**src/rtl/can_bit_timing.sv**
```systemverilog
// CAN bit-timing unit.
// Splits each bit into SYNC / TSEG1 / TSEG2 time quanta, driven by rising
// edges of the divided tq_clk sampled in the clk100Mhz domain. Pulses
// sample_point at the end of TSEG1 and tx_point at bit start, and re-aligns
// to recessive->dominant edges of rx by hard sync or SJW-limited resync.
module can_bit_timing #(
    parameter int unsigned TSEG1 = 7,   // PROP+PHASE1 quanta, 2..16
    parameter int unsigned TSEG2 = 2,   // PHASE2 quanta, 2..8
    parameter int unsigned SJW   = 1    // resync jump width, 1..4, <= TSEG2
) (
    input  logic       clk100Mhz,
    input  logic       reset,
    input  logic       tq_clk,
    input  logic       rx,
    input  logic       hard_sync_en,
    output logic       sample_point,
    output logic       sampled_bit,
    output logic       tx_point,
    output logic [1:0] seg
);

    localparam logic [1:0] SEG_SYNC  = 2'd0;
    localparam logic [1:0] SEG_TSEG1 = 2'd1;
    localparam logic [1:0] SEG_TSEG2 = 2'd2;

    localparam logic [4:0] TSEG1_C = 5'(TSEG1);
    localparam logic [4:0] TSEG2_C = 5'(TSEG2);
    localparam logic [4:0] SJW_CNT = 5'(SJW);
    localparam logic [2:0] SJW_C   = 3'(SJW);

    logic [1:0] seg_q, seg_d;
    logic [4:0] cnt_q, cnt_d;           // index of the quantum in progress within seg
    logic [2:0] ext_q, ext_d;           // TSEG1 lengthening from a late edge
    logic [2:0] shr_q, shr_d;           // TSEG2 shortening from an early edge
    logic       resync_done_q, resync_done_d;
    logic       tq_q;
    logic       rx_prev_q, rx_prev_d;
    logic       sample_point_q, sample_point_d;
    logic       tx_point_q, tx_point_d;
    logic       sampled_bit_q, sampled_bit_d;

    logic       tick;
    logic       rx_edge;
    logic [2:0] ext_eff;
    logic [2:0] shr_eff;
    logic       advance;

    assign tick    = tq_clk & ~tq_q;
    assign rx_edge = tick & rx_prev_q & ~rx;

    // Next-state: on each tick end the current quantum, applying sync rules first.
    always_comb begin
        // NOTE: every always_comb output gets a default first so no path leaves it unassigned and infers a latch.
        seg_d          = seg_q;
        cnt_d          = cnt_q;
        ext_d          = ext_q;
        shr_d          = shr_q;
        resync_done_d  = resync_done_q;
        rx_prev_d      = rx_prev_q;
        sampled_bit_d  = sampled_bit_q;
        sample_point_d = 1'b0;
        tx_point_d     = 1'b0;
        ext_eff        = ext_q;
        shr_eff        = shr_q;
        advance        = 1'b1;

        if (tick) begin
            rx_prev_d = rx;
            if (rx_edge && hard_sync_en) begin
                // The quantum just ended is re-labelled SYNC; no tx_point.
                seg_d         = SEG_TSEG1;
                cnt_d         = 5'd1;
                ext_d         = 3'd0;
                shr_d         = 3'd0;
                resync_done_d = 1'b1;
            end else begin
                if (rx_edge && !resync_done_q) begin
                    resync_done_d = 1'b1;
                    case (seg_q)
                        SEG_TSEG1: ext_eff = (cnt_q < SJW_CNT) ? cnt_q[2:0] : SJW_C;
                        SEG_TSEG2: begin
                            // Phase error TSEG2-k+1 within SJW: the ended quantum was SYNC.
                            if (cnt_q + SJW_CNT > TSEG2_C) begin
                                seg_d      = SEG_TSEG1;
                                cnt_d      = 5'd1;
                                shr_eff    = 3'd0;
                                tx_point_d = 1'b1;
                                advance    = 1'b0;
                            end else begin
                                shr_eff = SJW_C;
                            end
                        end
                        default: ;
                    endcase
                end
                ext_d = ext_eff;
                shr_d = shr_eff;

                // Resync adjustments above are already visible to the end-of-segment checks.
                if (advance) begin
                    case (seg_q)
                        SEG_SYNC: begin
                            seg_d = SEG_TSEG1;
                            cnt_d = 5'd1;
                        end
                        SEG_TSEG1: begin
                            if (cnt_q >= TSEG1_C + {2'b00, ext_eff}) begin
                                seg_d          = SEG_TSEG2;
                                cnt_d          = 5'd1;
                                ext_d          = 3'd0;
                                resync_done_d  = 1'b0;
                                sample_point_d = 1'b1;
                                sampled_bit_d  = rx;
                            end else begin
                                cnt_d = cnt_q + 5'd1;
                            end
                        end
                        SEG_TSEG2: begin
                            if (cnt_q >= TSEG2_C - {2'b00, shr_eff}) begin
                                seg_d      = SEG_SYNC;
                                cnt_d      = 5'd1;
                                shr_d      = 3'd0;
                                tx_point_d = 1'b1;
                            end else begin
                                cnt_d = cnt_q + 5'd1;
                            end
                        end
                        default: begin
                            seg_d = SEG_SYNC;
                            cnt_d = 5'd1;
                        end
                    endcase
                end
            end
        end
    end

    // State registers with synchronous reset; tq_q resets high so a held-high tq_clk gives no tick.
    always_ff @(posedge clk100Mhz) begin
        // NOTE: sequential state uses non-blocking assignments so every register samples pre-edge values.
        if (reset) begin
            seg_q          <= SEG_SYNC;
            cnt_q          <= 5'd1;
            ext_q          <= 3'd0;
            shr_q          <= 3'd0;
            resync_done_q  <= 1'b0;
            tq_q           <= 1'b1;
            rx_prev_q      <= 1'b1;
            sample_point_q <= 1'b0;
            tx_point_q     <= 1'b0;
            sampled_bit_q  <= 1'b1;
        end else begin
            seg_q          <= seg_d;
            cnt_q          <= cnt_d;
            ext_q          <= ext_d;
            shr_q          <= shr_d;
            resync_done_q  <= resync_done_d;
            tq_q           <= tq_clk;
            rx_prev_q      <= rx_prev_d;
            sample_point_q <= sample_point_d;
            tx_point_q     <= tx_point_d;
            sampled_bit_q  <= sampled_bit_d;
        end
    end

    assign sample_point = sample_point_q;
    assign tx_point     = tx_point_q;
    assign sampled_bit  = sampled_bit_q;
    assign seg          = seg_q;

endmodule
```
**config.mk**
```make
export PLATFORM = sky130hd
export DESIGN_NAME = can_bit_timing
export DESIGN_NICKNAME = d
export VERILOG_FILES = /design/src/rtl/can_bit_timing.sv
export SDC_FILE = /design/constraint.sdc
export NUM_CORES = 1
export LEC_CHECK = 0
export ABC_AREA = 1
export BUFFER_PORTS_ARGS = -buffer_cell sky130_fd_sc_hd__buf_4
export CORE_MARGIN = 10
export CORE_UTILIZATION = 63
export CTS_CLUSTER_SIZE = 25
export DETAILED_ROUTE_END_ITERATION = 8
export GPL_ROUTABILITY_DRIVEN = 0
export PLACE_DENSITY_LB_ADDON = 0.25
export SLEW_MARGIN = 20
export SYNTH_ARGS = -nofsm -noshare
export SYNTH_HDL_FRONTEND = slang
export SYNTH_SLANG_ARGS = --single-unit
```
**constraint.sdc**
```tcl
create_clock -name clk100Mhz -period 7.5 [get_ports clk100Mhz]
set_input_delay 0.75 -clock clk100Mhz [delete_from_list [all_inputs] [get_ports clk100Mhz]]
set_output_delay 0.75 -clock clk100Mhz [all_outputs]
set_load 0.005 [all_outputs]
```
==> out/results.ini, run 1 <==
[status]
status = completed

[logic_synthesis]
syn_inst = 191
synth_async_sr_flop_share_pct = 0
yosysWarnings = 0
yosysTopAreaCell = dfxtp_1
ys_seq_area_share_pct = 28.6
synth.area.top_cells = dfxtp_1, ha_1, nand2_1
synth_edf_count = 0
synth_seq_cells = 19
yosysTopAreaCellShare_pct = 28.6
synth_area_mm2 = 0.00133
synth.most_common_cell = nand2_1
synth.distinct_cells = 25
synthFlopType = dfxtp_1
avgSynthCellArea_um2 = 6.96
synth.net_count = 213
synthTopCellsByCount = nand2_1, inv_1, nand3_1

[sta]
worst_pin_slew_ns = 0.448
finalCritPeriodShare_pct = 40.3
finalHoldViolations = 0
setup_tns_ns = 0
rsz0062_at_grt = no
fin_crit_ns = 3.03
slew_violations = 0
fmax_mhz = 331
finalSetupViolCount = 0
skew_ns = 0.00636
max_slew_margin_pct = 70.1

[final_layout]
drive_above_1_share_pct = 10.9
finalNetCount = 224
areaGrowthSynthToFinish_pct = 8.29
antennaDiodeCount = 0

[power]
peakVddDrop_uv = 118
power_density_mw_per_mm2 = 118
total_power_uw = 170
p_leak_nw = 0.689

[floorplanning]
rows = 16
coreArea_mm2 = 0.00198
fp.dieH_um = 65.9
die_area_mm2 = 0.00435
die_x_um = 65.9
start_util_pct = 67.0
ios = 10

[critical_path]
worstPathArrival_ns = 3.26
cp.required_ns = 7.74
r2r_start = cnt_q[1]
reg2reg_setup_slack_ns = 4.48
crit_path_end_kind = flop
cp-start-kind = flop
r2r_end = seg[0]
crit_type = reg -> reg
crit_fanout = 8
r2r_cells = 19

[place]
hpwl_um = 2420
portBuffers = 9

[clock_tree]
ctsHoldBuffers = 0
ctsResizeCount = 0
clk_pin_slew_worst_paths_ns = 0.11
cts_tree = done
clock-sinks = 19
insertion_delay_ns = 0.31
clk_path_buf_depth = 2
cts_root_buf = clkbuf_4
postCtsSetupBuffers = 0
cts_made_buffers = 3
htree_levels = 1

[routing]
detail-route-antenna-nets = 0
routedWlPerCell_um = 13.4
via_per_inst = 5.63
vias = 1283
drt-pass1-iter-count = 4
routed_wl_um = 3060
drc = 0
drt-initial-drc-count = 112

[global_route]
grt_pass1_wl_um = 5110
grt_max_degree = 14
first_global_vias = 1185
antenna_found_initial = 0
grtUsageTotal_pct = 14.3
gr-total-overflow = 0

[run]
maxCapViolations = 0

[hold_path]
hold-path-endpoint = shr_q[1]
hold_depth = 2
worstHoldPathType = reg -> reg
hp-start = shr_q[1]

-- stage by stage --
step	hold slack, ns	worst slack, ns	area (µm²)	util, %	std cells
final	0.476	4.48	1440	72.6	228
after detailed placement	0.456	4.20	1410	71.2	224
after global routing	0.486	4.20	1440	72.6	228
after CTS	0.472	4.50	1440	72.6	228
after global placement	0.449	4.21	1410	71.2	224
after floorplan	0.423	4.66	1330	-	191
-- worst max path at each step --
stage,cells after the start,startpoint,to,slack [ns]
2_1_floorplan,17,tq_clk,seg[1],4.66
3_3_place_gp,18,tq_clk,sampled_bit,4.21
3_5_place_dp,18,tq_clk,sampled_bit,4.20
4_1_cts,19,cnt_q[1],seg[0],4.50
5_1_grt,19,cnt_q[1],cnt_q[0],4.20
6_report,19,cnt_q[1],seg[0],4.48
-- flip-flops by register name, summed over array words and instances (netlist names), 2 cells and up --
register,count
ext_q,3
seg,2
shr_q,3
cnt_q,5
-- power by group --
part	internal, mW	switching, mW
combinational	0.00459	0.00886
clock	0.0199	0.0337
sequential	0.102	0.00126
-- cell families after synthesis --
family          Yosys count  share of synthesized area, %
flops                    19                          28.6
fa+ha+maj                17                          16.0
buf+inv                  38                          11.3
compound gates           26                          10.8
simple gates             88                          31.3
xor+xnor                  3                          1.98
-- layout by cell type (no fill, tap or decap) --
cell type	instances
o21ai_2	1
buf_4	9
nand2_4	1
and3_1	1
clkinv_2	1
nand2_2	1
or2_0	1
a21oi_1	14
clkbuf_4	3
o21ai_0	5
nor2_4	2
nand2_1	43
nor2_2	1
nand4_1	7
inv_2	1
nand3_2	1
a211oi_1	1
o21ai_1	4
xor2_1	3
nor2_1	7
ha_1	17
inv_1	34
nor3_1	1
a211oi_2	1
dfxtp_1	19
nand3_1	22
-- cell type report --
class	count	area (µm²)
Fill cell	160	543
Clock inverter	1	5.00
Timing Repair Buffer	9	67.6
Clock buffer	3	22.5
Sequential cell	19	380
Multi-Input combinational cell	134	798
Inverter	35	131
Tap cell	27	33.8
-- metal layers --
layer  track usage, %  part of all wire (%)  vias up
met4             4.81                   1.2        0
met1             17.9                    43      580
met2             23.8                    49       57
li1                 -                     -      641
met3             2.54                   6.8        5
met5                0                     0        -
-- worst max-delay path: stages, from the launching register on --
cell and delay, ns:
dfxtp_1 0.52, ha_1 0.28, xor2_1 0.21, nor2_1 0.08, nand3_1 0.12, nand2_2 0.11
o21ai_1 0.11, inv_1 0.10, ha_1 0.20, xor2_1 0.16, ha_1 0.18, nand2_1 0.05
nand2_1 0.04, a21oi_1 0.17, nand3_1 0.17, nand2_1 0.12, nand3_1 0.07, nand2_1 0.07
nand2_1 0.05, a21oi_1 0.14
Note: power is estimated with default switching activity, not from simulation.
==> inputs of run 2 (changes only) <==
--- a/config.mk
+++ b/config.mk
@@ -8,7 +8,7 @@
 export ABC_AREA = 1
 export BUFFER_PORTS_ARGS = -buffer_cell sky130_fd_sc_hd__buf_4
 export CORE_MARGIN = 10
-export CORE_UTILIZATION = 63
+export CORE_UTILIZATION = 59
 export CTS_CLUSTER_SIZE = 25
 export DETAILED_ROUTE_END_ITERATION = 8
 export GPL_ROUTABILITY_DRIVEN = 0
==> constraint.sdc (replaced) <==
create_clock -name clk100Mhz -period 3.1 [get_ports clk100Mhz]
set_input_delay 0.31 -clock clk100Mhz [delete_from_list [all_inputs] [get_ports clk100Mhz]]
set_output_delay 0.31 -clock clk100Mhz [all_outputs]
set_load 0.005 [all_outputs]
==> out/results.ini, run 2 (synthesis results as in run 1) <==
[status]
status = completed

[routing]
drt-initial-drc-count = 77  ; -31%
detail-route-antenna-nets = 0  ; unchanged
drc = 0  ; unchanged
drt-pass1-iter-count = 4  ; unchanged
routedWlPerCell_um = 13.0  ; -2.9%
routed_wl_um = 3000  ; -2.0%
via_per_inst = 5.44  ; -3.3%
vias = 1252  ; -2.4%

[floorplanning]
start_util_pct = 61.2  ; -5.8 points
ios = 10  ; unchanged
die_x_um = 67.5  ; +2.3%
fp.dieH_um = 67.5  ; +2.3%
rows = 17  ; +1
coreArea_mm2 = 0.00217  ; +9.5%
die_area_mm2 = 0.00455  ; +4.7%

[final_layout]
final_cell_mix = nand2_1, inv_1, nand3_1, ha_1, dfxtp_1
top_regs = cnt_q (5), ext_q (3), shr_q (3)
seq_area_um2 = 383  ; +0.66%
multi_input_area_um2 = 803  ; +0.63%
final_common_cell = nand2_1
largest_reg_flops = 5  ; unchanged
antennaDiodeCount = 0  ; unchanged
areaGrowthSynthToFinish_pct = 9.42
finalNetCount = 225  ; +0.45%
drive_above_1_share_pct = 12.4  ; +1.4 points
nFillCells = 209  ; +31%
max_flop_register = cnt_q

[clock_tree]
insertion_delay_ns = 0.30  ; about the same
htree_levels = 1  ; unchanged
clk_path_buf_depth = 2  ; unchanged
clock-sinks = 19  ; unchanged
clk_pin_slew_worst_paths_ns = 0.11  ; about the same
cts_made_buffers = 3  ; unchanged
ctsHoldBuffers = 0  ; unchanged
cts_tree = done
cts_root_buf = clkbuf_4

[critical_path]
critPathMaxStageDelay_ns = 0.43  ; -0.09 ns
crit_chain = ha_1, xor2_1, nor2_1, nand3_1, nand2_2, o21ai_1, inv_1, ha_1, xor2_1, ha_1, and3_1, nand2_1, nand2_1, nand2_1, nand2_1, o21ai_0, nand3_1, nand2_1, nand2_1
reg2reg_setup_slack_ns = 0.28  ; -4.19 ns
r2r_start = cnt_q[1]
r2r_cells = 19  ; unchanged
slowest_stage = dfxtp_2
crit_type = reg -> reg
crit_fanout = 8  ; unchanged
crit_path_end_kind = flop
cp-start-kind = flop
worstPathArrival_ns = 3.01  ; -0.25 ns
cp.required_ns = 3.30  ; -4.44 ns
path_common_cell = nand2_1
r2r_end = cnt_q[0]

[power]
p_leak_nw = 0.691  ; +0.23%
peakVddDrop_uv = 254  ; +110%
power_density_mw_per_mm2 = 284  ; +140%

[global_route]
gr-total-overflow = 0  ; unchanged
antenna_found_initial = 0  ; unchanged
grt_max_degree = 14  ; unchanged
grtUsageTotal_pct = 13.8  ; -0.49 points
first_global_vias = 1155  ; -2.5%
grt_pass1_wl_um = 4890  ; -4.3%

[hold_path]
worstHoldPathType = in -> reg
hp-start = tq_clk
hold_depth = 3  ; +1
hold-path-endpoint = tq_q

[sta]
finalCritPeriodShare_pct = 90.8  ; +50 points
fin_crit_ns = 2.82  ; -0.210 ns
skew_ns = 0.00184  ; -0.00451 ns
setup_tns_ns = 0  ; unchanged
worst_pin_slew_ns = 0.445  ; -0.00355 ns
layout_setup_ws_ns = 0.285  ; -4.19 ns
rsz0062_at_grt = no
finalHoldViolations = 0  ; unchanged
finalSetupViolCount = 0  ; unchanged
fmax_mhz = 355  ; +7.4%
max_slew_margin_pct = 70.3  ; +0.24 points
slew_violations = 0  ; unchanged

[place]
place_ws_ns = 0.203  ; -3.99 ns
portBuffers = 9  ; unchanged
hpwl_um = 2360  ; -2.5%

[run]
maxCapViolations = 0  ; unchanged

-- run 2: cell count changes in the layout (fill, tap and decap cells not counted), sizes merged --
| cell | change |
|---|---|
| buf | +1 |
| clkbuf | +1 |
| clkinv | -1 |
-- run 2: routing by layer --
metal / global-route usage [%] / up-vias / wire [µm]
li1: - / 646 / -
met1: 16.7 / 566 / 1390
met2: 22.0 / 33 / 1400
met3: 3.31 / 7 / 137
met4: 7.44 / 0 / 64
met5: 0 / - / 0
-- run 2: per-stage QoR --
step / hold WS, ns / utilization [%] / instance area (µm²) / cells / power (mW)
floorplan: 0.407 / - / 1330 / 191 / 0.276
global placement: 0.448 / 65.5 / 1420 / 226 / 0.286
detailed placement: 0.443 / 65.5 / 1420 / 226 / 0.287
global route: 0.216 / 67.0 / 1450 / 230 / 0.428
CTS: 0.213 / 66.7 / 1450 / 230 / 0.414
finish: 0.211 / 67.0 / 1450 / 230 / 0.413
-- run 2: what timing repair did --
action | in CTS | in global routing
setup buffers | 0 | 0
gates resized for setup | 0 | 3
setup endpoints to repair | 0 | 6
-- run 2: critical path: cells and delay by family (launching register included) --
| kind | cells | cell delay [ns] |
|---|---|---|
| xor gates and xnor gates | 2 | 0.38 |
| buffers and inverters | 1 | 0.09 |
| and+or+nand+nor | 11 | 0.96 |
| AOI/OAI and AO/OA | 2 | 0.16 |
| adders and majority gates | 3 | 0.69 |
| DFF | 1 | 0.43 |
-- run 2: cell type report --
class / instances / area share [%]
clock buffer: 4 / 1.81
tap: 28 / 2.41
sequential: 19 / 26.3
timing repair buffer: 10 / 5.16
inverter: 35 / 9.04
multi-input combinational: 134 / 55.2
-- run 2: worst max path at each step --
stage	cells after the start	from	slack (ns)	end
CTS	19	cnt_q[1]	0.19	cnt_q[0]
global route	22	cnt_q[1]	0.005	cnt_q[0]
global placement	19	cnt_q[1]	0.24	cnt_q[0]
floorplan	20	cnt_q[1]	0.52	cnt_q[0]
finish	19	cnt_q[1]	0.28	cnt_q[0]
detailed placement	19	cnt_q[1]	0.20	cnt_q[0]
-- run 2: power breakdown --
group / internal [mW] / switching (mW)
combinational: 0.0114 / 0.0217
clock: 0.0502 / 0.0797
sequential: 0.247 / 0.00283
total: 0.308 / 0.104
==> inputs of run 3 (changes only) <==
--- a/config.mk
+++ b/config.mk
@@ -5,7 +5,6 @@
 export SDC_FILE = /design/constraint.sdc
 export NUM_CORES = 1
 export LEC_CHECK = 0
-export ABC_AREA = 1
 export BUFFER_PORTS_ARGS = -buffer_cell sky130_fd_sc_hd__buf_4
 export CORE_MARGIN = 10
 export CORE_UTILIZATION = 59
==> constraint.sdc (replaced) <==
create_clock -name clk100Mhz -period 3.1 [get_ports clk100Mhz]
set_input_delay 0.93 -clock clk100Mhz [delete_from_list [all_inputs] [get_ports clk100Mhz]]
set_output_delay 0.93 -clock clk100Mhz [all_outputs]
set_load 0.005 [all_outputs]
==> out/results.ini, run 3 <==
[floorplanning]
coreArea_mm2 = 0.00202  ; -6.8%
rows = 16  ; -1
die_area_mm2 = 0.00449  ; -1.4%
fp.dieH_um = 67.0  ; -0.70%
ios = 10  ; unchanged
start_util_pct = 64.4  ; +3.2 points
die_x_um = 67.0  ; -0.70%

[sta]
skew_ns = 0.0153  ; +0.0135 ns
finalSetupViolCount = 2  ; +2
max_slew_margin_pct = 67.8  ; -2.5 points
holdWs_ns = 0.475  ; +0.264 ns
slew_violations = 0  ; unchanged
fmax_mhz = 321  ; -9.7%
finalCritPeriodShare_pct = 101  ; +9.7 points
fin_crit_ns = 3.12  ; +0.301 ns
rsz0062_at_grt = yes
layout_setup_ws_ns = -0.0169  ; -0.301 ns
worst_pin_slew_ns = 0.479  ; +0.0346 ns
finalHoldViolations = 0  ; unchanged

[final_layout]
areaGrowthSynthToFinish_pct = 29.1
final_util_pct = 83.2  ; +16 points
instances_no_fill = 209  ; -9.1%
largest_reg_flops = 5  ; unchanged
drive_above_1_share_pct = 33.0  ; +21 points
final_cell_area_mm2 = 0.00168  ; +16%
multi_input_area_um2 = 988  ; +23%
final_cell_mix = buf_4, nand2_1, dfxtp_1, ha_1, nor2_1
max_flop_register = cnt_q
top_regs = cnt_q (5), ext_q (3), shr_q (3)
final_common_cell = buf_4
finalNetCount = 205  ; -8.9%
seq_area_um2 = 380  ; -0.65%
antennaDiodeCount = 0  ; unchanged
nFillCells = 119  ; -43%

[clock_tree]
clk_pin_slew_worst_paths_ns = 0.13  ; +0.02 ns
cts_root_buf = clkbuf_4
cts_made_buffers = 3  ; unchanged
ctsHoldBuffers = 0  ; unchanged
insertion_delay_ns = 0.31  ; about the same
clock-sinks = 19  ; unchanged
cts_tree = done
htree_levels = 1  ; unchanged
clk_path_buf_depth = 2  ; unchanged

[place]
hpwl_um = 2510  ; +6.7%
dp_cells = 200  ; -12%
portBuffers = 9  ; unchanged
dpl_cell_area_mm2 = 0.00151  ; +6.3%

[power]
pwr-share-clk_pct = 30.8  ; -0.7 points
p_comb_share_pct = 11.4  ; +3.4 points
p_int_uw = 317  ; +2.9%
seqPwrFrac_pct = 57.8  ; -2.7 points
p_switching_uw = 115  ; +9.9%
p_leak_nw = 0.709  ; +2.6%
total_power_uw = 432  ; +4.7%
peakVddDrop_uv = 288  ; +13%
switching_share_pct = 26.5  ; +1.3 points
power_density_mw_per_mm2 = 257  ; -9.5%

[logic_synthesis]
synth.area.top_cells = dfxtp_1, ha_1, a21oi_1
synth_top_family_by_area = simple AND/OR/NAND/NOR gates
yosysTopAreaCellShare_pct = 29.2  ; +0.58 points
synthTopCellsByCount = dfxtp_1, nand2_1, ha_1
synthFlopType = dfxtp_1
synth.net_count = 173  ; -19%
synth_compound_area_share_pct = 18.9  ; +8.1 points
synthXorXnorAreaFrac_pct = 2.02  ; +0.040 points
yosysTopAreaCell = dfxtp_1
syn_inst = 151  ; -21%
synthMuxAreaShare_pct = 0.768  ; +0.77 points
synth_async_sr_flop_share_pct = 0  ; unchanged
yosysWarnings = 0  ; unchanged
synth_edf_count = 0  ; unchanged
ys_seq_area_share_pct = 29.2  ; +0.58 points
synth_seq_cells = 19  ; unchanged
synth_adder_area_share_pct = 16.3  ; +0.32 points
synth.distinct_cells = 40  ; +60%
avgSynthCellArea_um2 = 8.63  ; +24%
synth_area_mm2 = 0.00130  ; -2.0%
synth-simple-area-share_pct = 29.0  ; -2.3 points

[status]
status = finished with violations
violations = setup timing

[routing]
drt-pass1-iter-count = 5  ; +1
vias = 1361  ; +8.7%
via_per_inst = 6.51  ; +20%
drc = 0  ; unchanged
drt-initial-drc-count = 157  ; +100%
routed_wl_um = 3990  ; +33%
detail-route-antenna-nets = 0  ; unchanged
routedWlPerCell_um = 19.1  ; +46%

[critical_path]
worstPathArrival_ns = 3.38  ; +0.37 ns
slowest_stage = nor4b_4
cp.required_ns = 3.37  ; +0.07 ns
crit_path_end_kind = flop
path_common_cell = a21oi_2
crit_fanout = 5  ; -3
critPathMaxStageDelay_ns = 0.29  ; -0.14 ns
crit_family = compound AO/OA/AOI/OAI gates
crit_type = in -> reg
cp-start-kind = primary input
cp_num_buf_inv = 1  ; unchanged
crit_chain = buf_6, and2b_2, nor4b_4, o41ai_4, o21a_4, ha_4, xor2_1, ha_2, a21o_1, a21oi_2, o22a_4, nand3_2, a21oi_2, and2_1

[global_route]
grt_pass1_wl_um = 5590  ; +14%
first_global_vias = 1231  ; +6.6%
gr-total-overflow = 0  ; unchanged
antenna_found_initial = 0  ; unchanged
grt_max_degree = 16  ; +2
grtUsageTotal_pct = 15.7  ; +1.9 points

[hold_path]
worstHoldPathType = reg -> reg

[run]
maxCapViolations = 0  ; unchanged

==> run 3: cell count changes after synthesis, moves of 3 or more <==
cell | previous run | this run
inv_1 | 34 | 6
nand2_1 | 43 | 19
nand3_1 | 22 | 4
and2_1 | 0 | 8
nand4_1 | 7 | 2
nor2b_1 | 0 | 5
nand4b_1 | 0 | 4
o21ai_1 | 4 | 0
a21o_1 | 0 | 3
nor2_1 | 7 | 10
==> run 3: repair_timing <==
| item | 4_1_cts | 5_1_grt |
|---|---|---|
| gates resized for setup | 4 | 17 |
| pin swaps | 0 | 15 |
| setup endpoints to repair | 5 | 13 |
| buffers inserted | 2 | 3 |
==> run 3: final timing paths <==
check | from | to | slack [ns] | cells past startpoint
worst max register to register | cnt_q[1] | shr_q[1] | 0.02 | 15
worst max-delay path | rx | shr_q[1] | -0.02 | 14
worst min register to register | ext_q[2] | ext_q[2] | 0.47 | 1
worst min-delay path | ext_q[2] | ext_q[2] | 0.47 | 1
==> run 3: logic make-up (layout without fill, tap and decap cells) <==
| kind of cell | count (synthesis) | count (layout) |
|---|---|---|
| flops | 19 | 19 |
| compound gates | 35 | 35 |
| mux | 1 | 1 |
| buf+inv | 9 | 40 |
| simple gates | 67 | 67 |
| xor+xnor | 3 | 3 |
| fa+ha+maj | 17 | 17 |
==> run 3: worst reg2reg max path, cell delays in order (launching register included) <==
cell and delay (ns):
dfxtp_1 0.35, buf_4 0.17, inv_1 0.08, ha_1 0.31, o2bb2ai_1 0.35, o41ai_4 0.11, o21a_4 0.16, ha_4 0.15
xor2_1 0.15, ha_2 0.18, a21o_1 0.18, a21oi_2 0.22, o22a_4 0.24, nand3_2 0.08, a21oi_2 0.18, and2_1 0.15
==> run 3: area by class of cell <==
cell class	instances	area share, %
Clock buffer	3	1.34
Timing Repair Buffer	30	13.6
Sequential cell	19	22.6
Inverter	6	1.34
Tap cell	27	2.01
Multi-Input combinational cell	123	58.8
Clock inverter	1	0.298
==> run 3: routing by layer <==
layer	routed length [µm]	part of all wire (%)	GRT usage (%)
met1	1560	39	18.6
met2	1950	49	26.4
met3	302	7.6	3.34
met4	173	4.3	6.92
met5	0	0	0
==> run 3: stage by stage <==
step	setup WS, ns	TNS (ns)
3_3_place_gp	-0.259	-2.45
2_1_floorplan	-0.0360	-0.124
4_1_cts	0.0206	0
6_report	-0.0169	-0.0186
5_1_grt	-0.102	-0.875
3_5_place_dp	-0.368	-3.99
==> run 3: power groups by stage <==
stage	clock network, mW	logic [mW]	registers (mW)
2_1_floorplan	0	0.0268	0.254
3_3_place_gp	0	0.0406	0.255
3_5_place_dp	0	0.0420	0.255
4_1_cts	0.127	0.0433	0.249
5_1_grt	0.141	0.0532	0.250
6_report	0.133	0.0493	0.250
